===== src/rtl/grf_mp.sv =====
// grf_mp: multi-port general register file with write bypass and pending scoreboard.
// DEPTH x DW words, NR combinational read ports, one synchronous write port.
//
// Parameters:
//   DW      data width
//   DEPTH   number of registers (2..32)
//   AW      address width, DEPTH <= 2**AW
//   NR      number of read ports (1..4)
//   BYPASS  1 = same-cycle write data forwarded to matching reads
//   GP_INIT reset value of register 28
//   SP_INIT reset value of register 29
//
// Ports:
//   clk, reset          clock; synchronous active-high reset
//   raddr / rdata       NR packed read addresses / read data
//   rpend               per-port "register has an outstanding producer"
//   we, waddr, wdata    write port (WB stage)
//   pc                  PC of the writer, only used by the trace
//   issue_en/issue_addr mark a register pending (issue point)
//
// Optional feature: define GRF_TRACE_EN to print every accepted write
// as "@<pc>: $<reg> <= <data>".

module grf_mp #(
    parameter int DW = 32,
    parameter int DEPTH = 32,
    parameter int AW = 5,
    parameter int NR = 2,
    parameter int BYPASS = 1,
    parameter logic [DW-1:0] GP_INIT = 32'h00001800,
    parameter logic [DW-1:0] SP_INIT = 32'h00000ffc
) (
    input  logic            clk,
    input  logic            reset,
    input  logic [NR*AW-1:0] raddr,
    output logic [NR*DW-1:0] rdata,
    output logic [NR-1:0]   rpend,
    input  logic            we,
    input  logic [AW-1:0]   waddr,
    input  logic [DW-1:0]   wdata,
    input  logic [31:0]     pc,
    input  logic            issue_en,
    input  logic [AW-1:0]   issue_addr
);

    // Array index width; out-of-range addresses are always gated by in_range.
    localparam int IW = (DEPTH > 1) ? $clog2(DEPTH) : 1;
    localparam logic [AW:0] DEPTH_W = (AW+1)'(DEPTH);

    logic [DW-1:0]    mem_q [DEPTH];
    logic [DW-1:0]    mem_d [DEPTH];
    logic [DEPTH-1:0] pend_q;
    logic [DEPTH-1:0] pend_d;

    logic wr_ok;
    logic iss_ok;

    // Register 0 and addresses beyond DEPTH hold nothing.
    function automatic logic in_range(input logic [AW-1:0] a);
        return (a != '0) && ({1'b0, a} < DEPTH_W);
    endfunction

    function automatic logic [DW-1:0] init_val(input int idx);
        logic [DW-1:0] v;
        v = '0;
        if (idx == 28) v = GP_INIT;
        if (idx == 29) v = SP_INIT;
        return v;
    endfunction

    assign wr_ok  = we && in_range(waddr);
    assign iss_ok = issue_en && in_range(issue_addr);

    // Next state. Issue is applied after the write clear so a newer
    // producer issued on the same edge keeps the bit set.
    always_comb begin
        for (int i = 0; i < DEPTH; i++) begin
            mem_d[i] = mem_q[i];
        end
        pend_d = pend_q;
        if (wr_ok) begin
            mem_d[waddr[IW-1:0]]  = wdata;
            pend_d[waddr[IW-1:0]] = 1'b0;
        end
        if (iss_ok) begin
            pend_d[issue_addr[IW-1:0]] = 1'b1;
        end
    end

    always_ff @(posedge clk) begin
        if (reset) begin
            for (int i = 0; i < DEPTH; i++) begin
                mem_q[i] <= init_val(i);
            end
            pend_q <= '0;
        end else begin
            for (int i = 0; i < DEPTH; i++) begin
                mem_q[i] <= mem_d[i];
            end
            pend_q <= pend_d;
        end
    end

    // Read ports: purely combinational, fully independent.
    for (genvar k = 0; k < NR; k++) begin : g_rd
        logic [AW-1:0] ra;
        logic          ok;
        logic          hit;

        assign ra  = raddr[k*AW +: AW];
        assign ok  = in_range(ra);
        assign hit = (BYPASS != 0) && we && (ra == waddr) && ok;

        assign rdata[k*DW +: DW] = hit ? wdata :
                                   ok  ? mem_q[ra[IW-1:0]] : '0;

        // Not masked by the bypass: the hazard unit does its own forwarding.
        assign rpend[k] = ok && pend_q[ra[IW-1:0]];
    end

`ifdef GRF_TRACE_EN
    always_ff @(posedge clk) begin
        if (!reset && wr_ok) begin
            $display("@%h: $%d <= %h", pc, waddr, wdata);
        end
    end
`else
    logic unused_pc;
    assign unused_pc = ^pc;
`endif

endmodule

===== config.mk =====
export PLATFORM = sky130hd
export DESIGN_NAME = grf_mp
export DESIGN_NICKNAME = d
export VERILOG_FILES = /design/src/rtl/grf_mp.sv
export SDC_FILE = /design/constraint.sdc
export NUM_CORES = 2
export LEC_CHECK = 0
export BUFFER_PORTS_ARGS = -buffer_cell sky130_fd_sc_hd__buf_2
export CORE_MARGIN = 1.5
export CORE_UTILIZATION = 60
export CTS_BUF_LIST = sky130_fd_sc_hd__clkbuf_8
export CTS_CLUSTER_SIZE = 12
export DETAILED_ROUTE_END_ITERATION = 10
export GPL_TIMING_DRIVEN = 1
export HOLD_SLACK_MARGIN = 0.12
export PLACE_DENSITY_LB_ADDON = 0.05
export SLEW_MARGIN = 20
export SYNTH_ARGS = -nofsm -noshare
export SYNTH_HDL_FRONTEND = slang
export SYNTH_SLANG_ARGS = --single-unit

===== constraint.sdc =====
create_clock -name clk -period 7.4 [get_ports clk]
set_input_delay 1.48 -clock clk [delete_from_list [all_inputs] [get_ports clk]]
set_output_delay 1.48 -clock clk [all_outputs]
set_load 0.03 [all_outputs]

Word-level counts from Yosys, hierarchy flattened
Memory sizes are Yosys's and may differ from the RTL's.
Index checks and enable logic that the tools add are counted.
{ "word_totals": {"wordCells": 118, "regBits": 32, "memories": 1, "inputBits": 88, "ramBits": 1024} }
{ "memory_table": {"columns": ["name", "words", "word_bits", "rd", "rd_clocked_by_memory_dff", "write_ports", "line", "source"], "rows": [
  ["mem_q", 32, 32, 34, 0, 32, "50", "logic [DW-1:0] mem_q [DEPTH];"]
]} }
{ "op_classes": {"n_lt_le_gt_ge": 8, "bitwise_logic": 36, "eq_ne": 2, "reduce_logical": 15, "n_mux": 55} }
{ "ops": {"columns": ["operator", "n"], "rows": [
  ["2-to-1 mux 32 bit", 41],
  ["bitwise mux 1024 bit", 1],
  ["2-to-1 mux 1024 bit", 1],
  ["demux 32 bit (select 5 bit)", 1],
  ["bitwise AND 32 bit", 1],
  ["inverter 32 bit", 1],
  ["OR 1 bit", 32],
  ["OR 32 bit", 1],
  ["< comparator 5 x 6 -> 1 bit, second input constant", 4],
  ["nonzero test 5 bit", 4],
  ["logical AND 1 bit", 11],
  ["binary-select mux 1 bit (select 5 bit)", 2],
  ["demux 1 bit (select 5 bit)", 2],
  ["== test 5 bit", 2],
  [">= comparator 5 x 1 -> 1 bit, second input constant", 2],
  ["2-to-1 mux 1 bit", 7],
  [">= comparator 6 bit, second input constant", 1],
  ["< comparator 6 x 1 -> 1 bit, second input constant", 1],
  ["inverter 5 -> 6 bit", 1]
]} }

Logic depth before layout (Yosys ltp)
{ "depth": {"word_depth": 9, "depth_mapped": 9, "mapped_depth_nobuf": 5} }

Least setup slack after synthesis
OpenSTA, ideal clock, no wires.
{ "synth_path": {"path_kind": "in2out", "start": "in raddr[6]", "end": "out rdata[45]", "path_slack_ps": 2488, "n_path_buf": 4, "stages": 8, "arrival_time_ps": 3432, "path_cell_list": "buf_2 > buf_2 > buf_2 > buf_2 > mux2i_1 > a211oi_1 > nor3_1 > o21ai_0"} }
{ "synth_via": {"elab_chain_len": 4} }
{ "synth_lines": {"columns": ["element", "line", "source"], "rows": [
  ["start, declared", "35", "input logic [NR*AW-1:0] raddr,"],
  ["branches (longest 3 deep; another with memory read (32 x 32 bit))", null, null],
  ["2-to-1 mux 32 bit *", "114", "assign rdata[k*DW +: DW] = hit ? wdata :"],
  ["end, declared", "36", "output logic [NR*DW-1:0] rdata,"]
]} }
Every way passes the cells marked *.

Worst setup path after layout
{ "layout_path": {"start": "in raddr[3]", "end": "out rdata[1]"} }
Same word-level chain as after synthesis.

==> load_flow_metrics.sql <==
INSERT INTO impl_metrics (metric_group, metric, value, unit) VALUES
('place', 'place_congestion', '0.9339', ''),
('detailed_routing', 'detail_route.wirelength', '218.8', 'mm'),
('power', 'p_int', '8.843', 'mW'),
('detailed_routing', 'drt-wirelength-per-cell', '30.41', 'um'),
('cts', 'clk_transition_reported_paths', '50', 'ps'),
('global_route', 'number_of_global_route_vias_before_repair', '47176', ''),
('die', 'design.die.area', '92290', 'um2'),
('timing', 'timing_max_transition_violations_final', '0', ''),
('power', 'power_frac_clock', '42.8', '%'),
('logic_synthesis', 'syn_avg_cell_area', '8.946', 'um2'),
('cts', 'ctsHoldBuffers', '0', ''),
('power', 'seqPwrFrac', '46.8', '%'),
('power', 'ir_drop', '0.0001938', 'V'),
('detailed_routing', 'antenna_violating_nets_post_route', '0', ''),
('place', 'numPortBuffers', '121', ''),
('layout', 'filler_cells', '7420', ''),
('layout', 'area_delta_synth_final', '8.765', '%'),
('power', 'combinationalPowerShare', '10.4', '%'),
('logic_synthesis', 'synthesis.yosys.warnings', '0', ''),
('logic_synthesis', 'fraction_of_registers_with_async_set_reset', '0', '%'),
('layout', 'drive_gt1_share', '19.14', '%'),
('timing', 'timing.fmax', '0.1591', 'GHz'),
('timing', 'final_hold_viol_count', '0', ''),
('logic_synthesis', 'post-synth-top-area-fraction', '38.94', '%'),
('power', 'power.net_switching', '3.459', 'mW'),
('cts', 'postCtsResizedCells', '0', ''),
('status', 'run_status', 'complete, no violations', ''),
('detailed_routing', 'number_of_vias_in_the_routed_layout', '50069', ''),
('timing', 'grt_setup_unrepaired', 'false', ''),
('logic_synthesis', 'synth_enable_flop_cells', '0', ''),
('cts', 'clock_tree.htree_level_count', '4', ''),
('die', 'design.core.area', '89870', 'um2'),
('logic_synthesis', 'yosys.cell_types.count', '49', ''),
('logic_synthesis', 'netlist_top_cells_area', 'sky130_fd_sc_hd__dfxtp_1 39%, sky130_fd_sc_hd__mux4_2 21%, sky130_fd_sc_hd__nand2_1 14%', ''),
('timing', 'finalSetupTns', '0', 'ps'),
('critical_path', 'critPathMaxFanout', '15', ''),
('timing', 'fin_worst_skew', '0', 'ps'),
('critical_path', 'arrival', '4810', 'ps'),
('global_route', 'overflow', '0', ''),
('critical_path', 'worst_setup_path_end_kind', 'primary output', ''),
('cts', 'total_cts_buffers', '177', ''),
('die', 'floorplan.io_pins', '154', ''),
('global_route', 'first_pass_grt_wire_length', '315.3', 'mm'),
('min_path', 'hold_path.class', 'reg2reg', ''),
('logic_synthesis', 'synth.largest_area_cell', 'sky130_fd_sc_hd__dfxtp_1', ''),
('logic_synthesis', 'synth_seq_area_share', '38.94', '%'),
('layout', 'final_net_count', '5954', ''),
('cts', 'post-cts-setup-buffer-count', '0', ''),
('detailed_routing', 'drc', '0', ''),
('logic_synthesis', 'syn-instance-count', '6068', ''),
('die', 'die_h', '303.8', 'um'),
('logic_synthesis', 'yosys_register_bits', '1056', ''),
('global_route', 'groute.usage.overall', '46.52', '%'),
('place', 'detailedPlacementHpwl', '130.4', 'mm'),
('global_route', 'initial_antenna_violation_count', '15', ''),
('logic_synthesis', 'synthesis.nets', '6156', ''),
('timing', 'slew-limit-headroom', '18.18', '%'),
('power', 'power.switching_fraction', '28.12', '%'),
('critical_path', 'criticalPathCategory', 'in2out', ''),
('power', 'post_layout_power', '12.30', 'mW'),
('detailed_routing', 'drt_iter0_markers', '8074', ''),
('timing', 'worstMarginPinSlew', '1225', 'ps'),
('timing', 'layout_worst_path_cycle_share', '84.96', '%'),
('logic_synthesis', 'synthesis.area', '54290', 'um2'),
('critical_path', 'critPathRequiredTime', '5920', 'ps'),
('timing', 'setup_viol_count_final', '0', ''),
('cts', 'worst_skew_pair.late_latency', '890', 'ps'),
('power', 'power_density_normalized_to_cell_area', '208.3', 'nW/um2'),
('timing', 'layout_min_cycle_time', '6287', 'ps'),
('cts', 'cts.sink_count', '1056', ''),
('die', 'die_w', '303.8', 'um'),
('critical_path', 'crit_path_start_kind', 'primary input', ''),
('global_route', 'grt_max_degree', '222', ''),
('logic_synthesis', 'dominantRegCellSynth', 'sky130_fd_sc_hd__dfxtp_1', ''),
('detailed_routing', 'drt_pre_antenna_iters', '8', ''),
('cts', 'cts-root-buf', 'sky130_fd_sc_hd__clkbuf_8', ''),
('detailed_routing', 'via_per_inst', '6.959', ''),
('flow_run', 'number_of_max_cap_violations', '0', ''),
('die', 'fp-row-count', '110', ''),
('cts', 'clk_path_buf_depth', '3', ''),
('cts', 'tritoncts', 'yes', ''),
('die', 'initial_core_util', '60.40', '%'),
('power', 'p_leak', '19.76', 'nW');
## flip-flops by register name (all words and copies together) (netlist names)
register	flops
mem_q	1024
pend_q	32
## routing by layer
layer | wire, um | vias to the layer above | share of wire [%] | global-route usage (%)
met4 | 17880 | 8 | 8.2 | 32.78
met5 | 57 | - | 0.026 | 0
met1 | 75640 | 23982 | 35 | 59.04
met2 | 93290 | 3950 | 43 | 68.28
li1 | - | 21051 | - | -
met3 | 31940 | 1078 | 15 | 13.77
## power by group through the flow
stage               Sequential [mW]  Clock [mW]  Combinational (mW)
floorplan                      5.87           0               0.792
global placement               5.88           0                1.22
detailed placement             5.88           0                1.22
CTS                            5.76        5.24                1.22
global route                   5.76        5.49                1.29
finish                         5.76        5.27                1.28
## synthesized netlist by cell type, types with 20 or more instances
| library cell | instances |
|---|---|
| sky130_fd_sc_hd__o221ai_1 | 20 |
| sky130_fd_sc_hd__o211ai_1 | 29 |
| sky130_fd_sc_hd__mux2i_1 | 174 |
| sky130_fd_sc_hd__or2_2 | 22 |
| sky130_fd_sc_hd__nor2b_1 | 48 |
| sky130_fd_sc_hd__or3_1 | 28 |
| sky130_fd_sc_hd__o311ai_0 | 27 |
| sky130_fd_sc_hd__a22oi_1 | 72 |
| sky130_fd_sc_hd__a211oi_1 | 51 |
| sky130_fd_sc_hd__nor2_1 | 79 |
| sky130_fd_sc_hd__mux4_2 | 514 |
| sky130_fd_sc_hd__a221oi_1 | 26 |
| sky130_fd_sc_hd__o21ai_0 | 21 |
| sky130_fd_sc_hd__nand2_1 | 2042 |
| sky130_fd_sc_hd__dfxtp_1 | 1056 |
| sky130_fd_sc_hd__a22o_1 | 54 |
| sky130_fd_sc_hd__clkbuf_1 | 479 |
| sky130_fd_sc_hd__buf_2 | 118 |
| sky130_fd_sc_hd__o22ai_1 | 45 |
| sky130_fd_sc_hd__a21oi_1 | 994 |
## through the flow
step / area [um2] / util (%) / setup WS (ps) / instances / hold WS (ps)
3_5_place_dp: 55480 / 61.73 / 1545 / 6863 / 456.5
5_1_grt: 59030 / 65.68 / 1339 / 7188 / 482.1
3_3_place_gp: 55470 / 61.72 / 1507 / 6863 / 449.0
2_1_floorplan: 54290 / - / 2488 / 6068 / 441.6
4_1_cts: 59020 / 65.66 / 1534 / 7185 / 463.8
6_report: 59050 / 65.70 / 1113 / 7195 / 462.6
## critical path, stage by stage
cell,delay (ps)
sky130_fd_sc_hd__buf_2,320
sky130_fd_sc_hd__and2_1,560
sky130_fd_sc_hd__buf_4,380
sky130_fd_sc_hd__nand2b_1,270
sky130_fd_sc_hd__o22ai_1,110
sky130_fd_sc_hd__a211oi_1,930
sky130_fd_sc_hd__a22o_1,460
sky130_fd_sc_hd__buf_2,280
## worst paths after layout
check                                   from                          to  slack [ps]  depth (start not counted)
setup / recovery                    raddr[3]                    rdata[1]        1110                          8
hold / removal     mem_q[6][30]$_SDFFE_PP0P_   mem_q[6][30]$_SDFFE_PP0P_         460                          2
setup reg to reg  mem_q[12][11]$_SDFFE_PP0P_  mem_q[12][11]$_SDFFE_PP0P_        6660                          2
hold reg to reg    mem_q[6][30]$_SDFFE_PP0P_   mem_q[6][30]$_SDFFE_PP0P_         460                          2
## cell families after synthesis
logic type | count (synthesis) | share of synthesized area (%)
buf+inv | 647 | 4.900
mux | 705 | 24.88
xor+xnor | 10 | 0.1613
compound gates | 1370 | 14.54
flops | 1056 | 38.94
simple gates | 2280 | 16.57
## cell usage in the layout (no fill, tap or decap), drive strengths merged, types with 5 or more instances in the layout
cell type / Yosys / routed
a22oi: 72 / 72
nand2: 2042 / 2042
a221o: 6 / 6
a22o: 54 / 54
xnor2: 6 / 6
a211oi: 51 / 51
clkbuf: 498 / 224
nor2: 79 / 79
diode: 0 / 10
a21oi: 994 / 994
a221oi: 26 / 26
nor2b: 48 / 48
o211ai: 29 / 29
a32o: 10 / 10
and3b: 5 / 5
o21ai: 21 / 21
clkinv: 0 / 9
buf: 149 / 266
nand3b: 15 / 15
o221ai: 20 / 20
mux2: 17 / 17
inv: 0 / 83
or2: 22 / 22
o311ai: 27 / 27
o22ai: 45 / 45
mux2i: 174 / 174
dfxtp: 1056 / 1056
or3: 28 / 28
and2: 10 / 10
nor3: 7 / 7
mux4: 514 / 514
nand2b: 9 / 9
clkinvlp: 0 / 5
## cell type report
type	instances	area [um2]	share of cell area, %
multi-input cells	4365	30880	52.30
diodes	10	25.02	0.04238
clock inverters	98	454.2	0.7692
flip-flops and latches	1056	21140	35.80
well taps	1176	1471	2.492
clock buffers	224	3083	5.221
repair buffers	266	1989	3.369
(Power assumes the default switching activity.)
